$ cat src/rtl/a0_uart_tx.sv
// Observes the core's a0 result, queues every new value and streams it out
// as four 8N1 bytes (little-endian) so a host terminal sees each write to a0.
module a0_uart_tx #(
  parameter int DATA_WIDTH   = 32,
  parameter int CLKS_PER_BIT = 868,
  parameter int FIFO_DEPTH   = 8
) (
  input  logic                            clk,
  input  logic                            rst,
  input  logic [DATA_WIDTH-1:0]           a0,
  input  logic                            en,
  output logic                            tx,
  output logic                            busy,
  output logic                            overflow,
  output logic [$clog2(FIFO_DEPTH):0]     fifo_count
);

  localparam int AW = $clog2(FIFO_DEPTH);
  localparam int CW = AW + 1;
  localparam int BW = $clog2(CLKS_PER_BIT);
  localparam logic [BW-1:0] BAUD_MAX = BW'(CLKS_PER_BIT - 1);
  localparam logic [CW-1:0] FULL_CNT = CW'(FIFO_DEPTH);

  typedef enum logic [1:0] {S_IDLE, S_START, S_DATA, S_STOP} state_e;

  state_e                state_q, state_d;
  logic [DATA_WIDTH-1:0] last_q, last_d;
  logic [DATA_WIDTH-1:0] mem_q [FIFO_DEPTH];
  logic [AW-1:0]         wptr_q, wptr_d, rptr_q, rptr_d;
  logic [CW-1:0]         count_q, count_d;
  logic                  ovf_q, ovf_d;
  logic [BW-1:0]         baud_q, baud_d;
  logic [2:0]            bit_q, bit_d;
  logic [1:0]            byte_q, byte_d;
  logic [DATA_WIDTH-1:0] sh_q, sh_d;
  logic                  tx_q, tx_d;

  logic capture, full, empty, pop, push;

  always_comb begin
    state_d = state_q;
    last_d  = a0;
    wptr_d  = wptr_q;
    rptr_d  = rptr_q;
    count_d = count_q;
    ovf_d   = ovf_q;
    baud_d  = baud_q + BW'(1);
    bit_d   = bit_q;
    byte_d  = byte_q;
    sh_d    = sh_q;
    tx_d    = 1'b1;

    // last tracks a0 even when disabled so re-enabling never replays stale values
    capture = en && (a0 != last_q);
    full    = (count_q == FULL_CNT);
    empty   = (count_q == '0);
    pop     = (state_q == S_IDLE) && !empty;
    // a pop on the same edge frees the slot, so a full FIFO still accepts
    push    = capture && (!full || pop);

    if (capture && full && !pop) ovf_d = 1'b1;
    if (push) wptr_d = wptr_q + AW'(1);
    if (pop)  rptr_d = rptr_q + AW'(1);
    case ({push, pop})
      2'b10:   count_d = count_q + CW'(1);
      2'b01:   count_d = count_q - CW'(1);
      default: count_d = count_q;
    endcase

    case (state_q)
      S_IDLE: begin
        baud_d = '0;
        if (pop) begin
          sh_d    = mem_q[rptr_q];
          byte_d  = '0;
          state_d = S_START;
        end
      end
      S_START: begin
        if (baud_q == BAUD_MAX) begin
          baud_d  = '0;
          bit_d   = '0;
          state_d = S_DATA;
        end
      end
      S_DATA: begin
        if (baud_q == BAUD_MAX) begin
          baud_d = '0;
          if (bit_q == 3'd7) state_d = S_STOP;
          else               bit_d   = bit_q + 3'd1;
        end
      end
      S_STOP: begin
        if (baud_q == BAUD_MAX) begin
          baud_d = '0;
          if (byte_q != 2'd3) begin
            byte_d  = byte_q + 2'd1;
            sh_d    = sh_q >> 8;
            state_d = S_START;
          end else begin
            state_d = S_IDLE;
          end
        end
      end
      default: state_d = S_IDLE;
    endcase

    // line level is registered from the next state so tx never glitches
    case (state_d)
      S_START: tx_d = 1'b0;
      S_DATA:  tx_d = sh_d[{2'b00, bit_d}];
      default: tx_d = 1'b1;
    endcase
  end

  always_ff @(posedge clk or negedge rst) begin
    if (!rst) begin
      state_q <= S_IDLE;
      last_q  <= '0;
      wptr_q  <= '0;
      rptr_q  <= '0;
      count_q <= '0;
      ovf_q   <= 1'b0;
      baud_q  <= '0;
      bit_q   <= '0;
      byte_q  <= '0;
      sh_q    <= '0;
      tx_q    <= 1'b1;
    end else begin
      state_q <= state_d;
      last_q  <= last_d;
      wptr_q  <= wptr_d;
      rptr_q  <= rptr_d;
      count_q <= count_d;
      ovf_q   <= ovf_d;
      baud_q  <= baud_d;
      bit_q   <= bit_d;
      byte_q  <= byte_d;
      sh_q    <= sh_d;
      tx_q    <= tx_d;
    end
  end

  always_ff @(posedge clk) begin
    if (push) mem_q[wptr_q] <= a0;
  end

  assign tx         = tx_q;
  assign busy       = (state_q != S_IDLE);
  assign overflow   = ovf_q;
  assign fifo_count = count_q;

endmodule

$ cat config.mk
export PLATFORM = sky130hd
export DESIGN_NAME = a0_uart_tx
export DESIGN_NICKNAME = d
export VERILOG_FILES = /design/src/rtl/a0_uart_tx.sv
export SDC_FILE = /design/constraint.sdc
export NUM_CORES = 1
export LEC_CHECK = 0
export CORE_ASPECT_RATIO = 1.2
export CORE_UTILIZATION = 45
export CTS_CLUSTER_DIAMETER = 50
export DETAILED_ROUTE_END_ITERATION = 10
export PLACE_DENSITY = 0.62
export SYNTH_ARGS = -nofsm -noshare
export SYNTH_HDL_FRONTEND = slang
export SYNTH_SLANG_ARGS = --single-unit
$ cat constraint.sdc
create_clock -name clk -period 6.4 [get_ports clk]
set_clock_uncertainty 0.15 [all_clocks]
set_input_delay 1.92 -clock clk [delete_from_list [all_inputs] [get_ports clk]]
set_output_delay 1.92 -clock clk [all_outputs]
set_load 0.005 [all_outputs]
==> results by group <==
Power and ir drop
  • Switching Share: 0.236
  • Leakage power: 5.63 nW
  • Clk pwr share: 0.390
  • Switching power: 0.00131 W
  • Logic pwr share: 0.098
  • Pint: 0.00424 W
  • Pwr Density: 343 nW/um^2
  • Maximum VDD drop: 0.196 mV
  • Share of power burned in registers: 0.512

Floorplan
  • Die W: 163 um
  • Num rows: 70
  • Core Box Area: 30500 sq um
  • IO Pins: 42
  • Initial Util: 0.458
  • Die height: 195 um
  • Die area: 31700 sq um

Drt
  • Vias after detailed routing: 7254
  • Met3 WL: 1.31 mm
  • Post-DR vias/cell: 5.65
  • # DRC: 0
  • Final antenna-violating net count: 0
  • Routed wl met2: 15.1 mm
  • Met1 Wirelength: 12.3 mm
  • DR pass1 iterations: 5
  • Post-Route WL: 29.5 mm
  • DR iter-0 viols: 540
  • Drt wl/cell: 23.0 um
  • Highest metal used: met4

Synth
  • Compound-cell area share of the yosys netlist: 0.0416
  • Number of register bits inferred by synthesis: 349
  • Most frequent cell after synthesis: edfxtp_1
  • Cell area after synthesis: 13900 sq um
  • Synth Flop Type: edfxtp_1
  • Synth Area in Simple Gates: 0.0514
  • Post-Synth Adder-Cell Area: 0.0122
  • Mux contribution to synthesized area: 0.133
  • Post-synth top area share: 0.551
  • Ys Warns: 0
  • Syn Area/Cell: 17.7 sq um
  • Post-synth top cells: edfxtp_1, dfrtp_1, mux4_2
  • Largest family of logic cells by synthesized area: multiplexers
  • Post-synth cell types: 62
  • Post-synth top area cell: edfxtp_1
  • Post-synth ARST share: 0.266
  • Synth Area in XOR/XNOR: 0.0289
  • Top cells by area, synth: edfxtp_1, dfrtp_1, mux4_2
  • Synthesized Nets: 837
  • Sequential area share after synthesis: 0.718
  • Number of synthesized flops with an enable pin: 256
  • Mapped Cells: 789

Setup path
  • Worst Setup End Kind: flop
  • Reg-to-reg critical path endpoint: sh_q[21]$_DFFE_PN0P_
  • Required time of the critical path: 6.71 ns
  • R2R Setup Slk: 2.49 ns
  • WP data arrival: 5.27 ns
  • Worst R2R Path Depth: 8
  • CP max FO: 10
  • CP Launch Type: input port
  • WS Path Type: input port to flop
  • Reg-to-reg critical path startpoint: baud_q[0]$_DFF_PN0_

Clocking
  • Post-CTS Repair Setup Buffers: 0
  • Post-CTS Hold Buffers: 0
  • H-tree depth: 2
  • Post-cts resize count: 0
  • Clk_lat worst skew: 0.53 ns
  • CTS clk-pin slew, worst paths: 0.06 ns
  • Clock Tree Root: clkbuf_16
  • Clock Path Buffers: 3
  • TritonCTS Buffers: 38
  • TritonCTS clock tree: done
  • CTS Sinks: 349

Timing
  • Final hold violation count: 0
  • Worst Max-Slew Pin Slew: 0.867 ns
  • Period utilisation layout: 0.776
  • Setup WS post-layout: 1.43 ns
  • Fin crit period: 4.97 ns
  • Slew Viols, Final: 0
  • Worst slew margin: 0.422
  • Fmax achieved: 201 MHz
  • RSZ-0062 raised after global routing: no
  • TNS Setup: 0 ns
  • Final setup viols: 0

Placement
  • Final HPWL DP: 17.9 mm
  • I/O Buffers: 41
  • Setup Slack @ Placement: 0.826 ns
  • RD Place Congestion: 0.759

Run status
  • Outcome: complete, no violations

Worst hold path
  • Worst Hold Launch: overflow$_DFFE_PN0P_
  • Worst hold-check path type: flop to flop
  • Hold endpoint: overflow$_DFFE_PN0P_
  • WHS Path Cells: 1

Finish
  • Layout area overhead: 16.1%
  • Diodes inserted: 0
  • Share of cells above drive strength 1: 0.205
  • Final #Nets: 905

GRT
  • First-pass GRT wire length: 45.7 mm
  • Largest net degree at the start of global routing: 62
  • Total gr overflow: 0
  • Initial antenna violation count: 0
  • Vias in the first global route: 7629
  • Tot GR Track Use: 0.195

Flow run
  • Max-Cap Viols: 0
-- power groups by stage --
stage               clock network (W)  logic, W  registers (W)
floorplan                           0  0.000283        0.00286
global placement                    0  0.000547        0.00287
detailed placement                  0  0.000559        0.00289
CTS                           0.00221  0.000560        0.00285
global route                  0.00229  0.000592        0.00287
finish                        0.00217  0.000545        0.00284
-- critical path: stages --
cell and delay, ns:
clkdlybuf4s50_1 0.58, xor2_1 0.22, nor4_1 0.71, nand4_1 0.19
o21ai_0 0.28, buf_4 0.19, and2_1 0.22, ha_1 0.27
a21o_1 0.16, a21oi_1 0.18, nor4_1 0.07, a21oi_1 0.15
xnor2_1 0.13
-- worst max-delay path by stage --
stage            from                        end  slack (ns)  cells past startpoint
3_5_place_dp   a0[15]  fifo_count[3]$_DFFE_PN0P_        0.83                     13
4_1_cts        a0[24]  fifo_count[3]$_DFFE_PN0P_        1.37                     13
2_1_floorplan  a0[28]      mem_q[2][0]$_DFFE_PP_        0.54                      6
3_3_place_gp   a0[22]  fifo_count[3]$_DFFE_PN0P_        0.82                     13
5_1_grt        a0[24]  fifo_count[3]$_DFFE_PN0P_        1.14                     13
6_report        a0[9]  fifo_count[3]$_DFFE_PN0P_        1.43                     13
-- area by class of cell --
class / instances / area, sq um
multi-input cells: 392 / 3780
well taps: 396 / 495
clock buffers: 51 / 1090
clock inverters: 19 / 164
flip-flops and latches: 349 / 10000
fillers: 2428 / 14300
repair buffers: 63 / 586
inverters: 13 / 48.8
-- registers in the layout (all words and copies together), names as in the netlist --
| signal | count |
|---|---|
| baud_q | 10 |
| bit_q | 3 |
| byte_q | 2 |
| fifo_count | 4 |
| last_q | 32 |
| mem_q | 256 |
| overflow | 1 |
| rptr_q | 3 |
| sh_q | 32 |
| state_q | 2 |
| tx | 1 |
| wptr_q | 3 |
-- kinds of logic (layout without fill, tap and decap cells) --
kind of cell / after synthesis / in the layout
DFF: 349 / 349
muxes: 105 / 105
and+or+nand+nor: 144 / 144
adders and majority gates: 13 / 13
xor gates and xnor gates: 46 / 46
buffers and inverters: 48 / 146
AOI/OAI and AO/OA: 84 / 84
-- layout by cell type (no fill, tap or decap), types with 4 or more instances in the layout --
master           instances
o21ai_0                 23
dfrtp_1                 89
a21oi_1                 21
xnor2_1                  9
mux2i_1                 38
nor3_1                   6
nand4_1                  5
nor3b_2                  4
nand3_1                  5
clkbuf_16               41
buf_4                   22
nand2_1                 41
clkbuf_1                 7
edfxtp_1               256
inv_1                   13
nor4_1                  11
and2_1                   5
clkinv_1                 6
o31ai_1                 10
clkdlybuf4s50_1         40
ha_1                    12
nor2_1                  41
a221o_2                  7
mux4_2                  64
a31oi_1                  4
xor2_1                  37
-- routing by layer --
metal,up-vias,track usage
met4,0,0.0682
li1,3212,-
met5,-,0
met2,206,0.327
met1,3787,0.257
met3,49,0.0307
-- stage by stage --
| step | utilization | total power [W] | std cells | hold WS [ns] | cell area [sq um] |
|---|---|---|---|---|---|
| floorplan | - | 0.00314 | 789 | 0.292 | 13900 |
| global placement | 0.490 | 0.00342 | 1213 | 0.311 | 14900 |
| detailed placement | 0.490 | 0.00345 | 1213 | 0.312 | 14900 |
| CTS | 0.531 | 0.00561 | 1283 | 0.325 | 16200 |
| global route | 0.531 | 0.00575 | 1283 | 0.346 | 16200 |
| finish | 0.531 | 0.00555 | 1283 | 0.326 | 16200 |
No activity file was read; power rests on OpenSTA's default activity.
==> edit, RTL diff (same settings) <==
Register the output `fifo_count` once more, cleared by the reset; this adds one clock of latency there. The other outputs are not delayed to match.
--- a/src/rtl/a0_uart_tx.sv
+++ b/src/rtl/a0_uart_tx.sv
@@ -149,5 +149,11 @@
   assign busy       = (state_q != S_IDLE);
   assign overflow   = ovf_q;
-  assign fifo_count = count_q;
+  always_ff @(posedge clk or negedge rst) begin
+    if (!rst) begin
+      fifo_count <= '0;
+    end else begin
+      fifo_count <= count_q;
+    end
+  end
 
 endmodule
Behaviour: not the same (a bounded check fails within 4 cycles, from zero or initial values and one cycle with rst low).
==> edit against the original RTL <==
Total power is 1.3% lower. Global-route usage grew 0.098 points. Design area is 0.47% lower. Routed wire length is 0.30% lower. Fmax down 11%. Highest routed layer unchanged. Synthesized area increased by 0.28%. Sequential cell count increased by 4. Sequential power rose by 2%. Setup slack worse by 630 ps.
==> edit: results (changes against the original RTL) <==
Switching Power - 1.29 mW (was 1.31 mW)
Outcome - completed (unchanged)
Global-route wire length before repair - 46000 um (was 45700 um)
Routed vias/inst - 5.59 (was 5.65)
DRT iter0 DRCs - 442 (was 540)
Sequential fraction of the synthesis area - 72.3% (was 71.8%)
Cells on worst reg2reg path - 11 (was 8)
DR pass1 iterations - 4 (was 5)
TritonCTS buffer count - 37 (was 38)
Routed len/inst - 23.0 um (about the same)
Horiz. Die Dim - 163 um (about the same)
IR drop worst, VDD - 0.184 mV (was 0.196 mV)
DR WL met2 - 15300 um (was 15100 um)
XOR/XNOR Fraction of Synth Area - 2.88% (was 2.89%)
Fillers - 2377 (was 2428)
Post-synthesis net count - 840 (was 837)
GR Util met2 - 33.6% (was 32.7%)
Nonclk buf count - 57 (was 63)
Non-clk invs - 11 (was 13)
Seq pwr - 2.89 mW (was 2.84 mW)
Synth Area in Adders - 1.22% (about the same)
CP startpoint - a0[15] (was a0[9])
Largest net degree at the start of global routing - 68 (was 62)
Vias in the first global route - 7693 (was 7629)
Initial antenna violation count - 1 (was 0)
Yosys cell types - 55 (was 62)
Multi-input gate area - 3750 um^2 (was 3780 um^2)
Internal reg-to-reg setup slack - 2460 ps (was 2490 ps)
Met3 Resource Use GR - 3.38% (was 3.07%)
Dpl hpwl - 17200 um (was 17900 um)
Share of layout cells above drive strength 1 - 18.0% (was 20.5%)
Post-Place Cells - 1211 (was 1213)
Placed instance area - 14900 um^2 (about the same)
#MultiIn Comb - 394 (was 392)
Critical Path Sink - count_q[3]$_DFFE_PN0P_ (was fifo_count[3]$_DFFE_PN0P_)
GR Layer Usage met1 - 25.1% (was 25.7%)
Synth Register Bits - 353 (was 349)
Reg-to-reg startpoint - last_q[12]$_DFF_PN0_ (was baud_q[0]$_DFF_PN0_)
WP data arrival - 5890 ps (was 5270 ps)
Clk cell area share - 7.29% (was 7.77%)
Slew HR - 26.5% (was 42.2%)
Slowest CP cell - o21ai_0 (was nor4_1)
Met3 routed WL - 1180 um (was 1310 um)
Gate Count Post-Synth - 792 (was 789)
Flop pwr share - 52.7% (was 51.2%)
Synth Area in Compound Gates - 3.89% (was 4.16%)
Synth area leaders - edfxtp_1, dfrtp_1, mux4_2 (unchanged)
[edit: changes by cell type in the layout (fill, tap and decap cells not counted), moves of 4 or more]
| cell | change |
|---|---|
| a221o_1 | +5 |
| a221o_2 | -7 |
| buf_4 | -5 |
| clkinv_2 | +4 |
| dfrtp_1 | +4 |
| nand2_1 | +5 |
[edit: worst min path at each step]
stage | endpoint | slack, ps | cells past startpoint | start
after floorplan | fifo_count[3]$_DFF_PN0_ | 280 | 0 | count_q[3]$_DFFE_PN0P_
after global placement | sh_q[27]$_DFFE_PN0P_ | 310 | 2 | sh_q[27]$_DFFE_PN0P_
after detailed placement | overflow$_DFFE_PN0P_ | 310 | 1 | overflow$_DFFE_PN0P_
after CTS | overflow$_DFFE_PN0P_ | 330 | 1 | overflow$_DFFE_PN0P_
after global routing | overflow$_DFFE_PN0P_ | 360 | 1 | overflow$_DFFE_PN0P_
final | sh_q[17]$_DFFE_PN0P_ | 330 | 2 | sh_q[17]$_DFFE_PN0P_
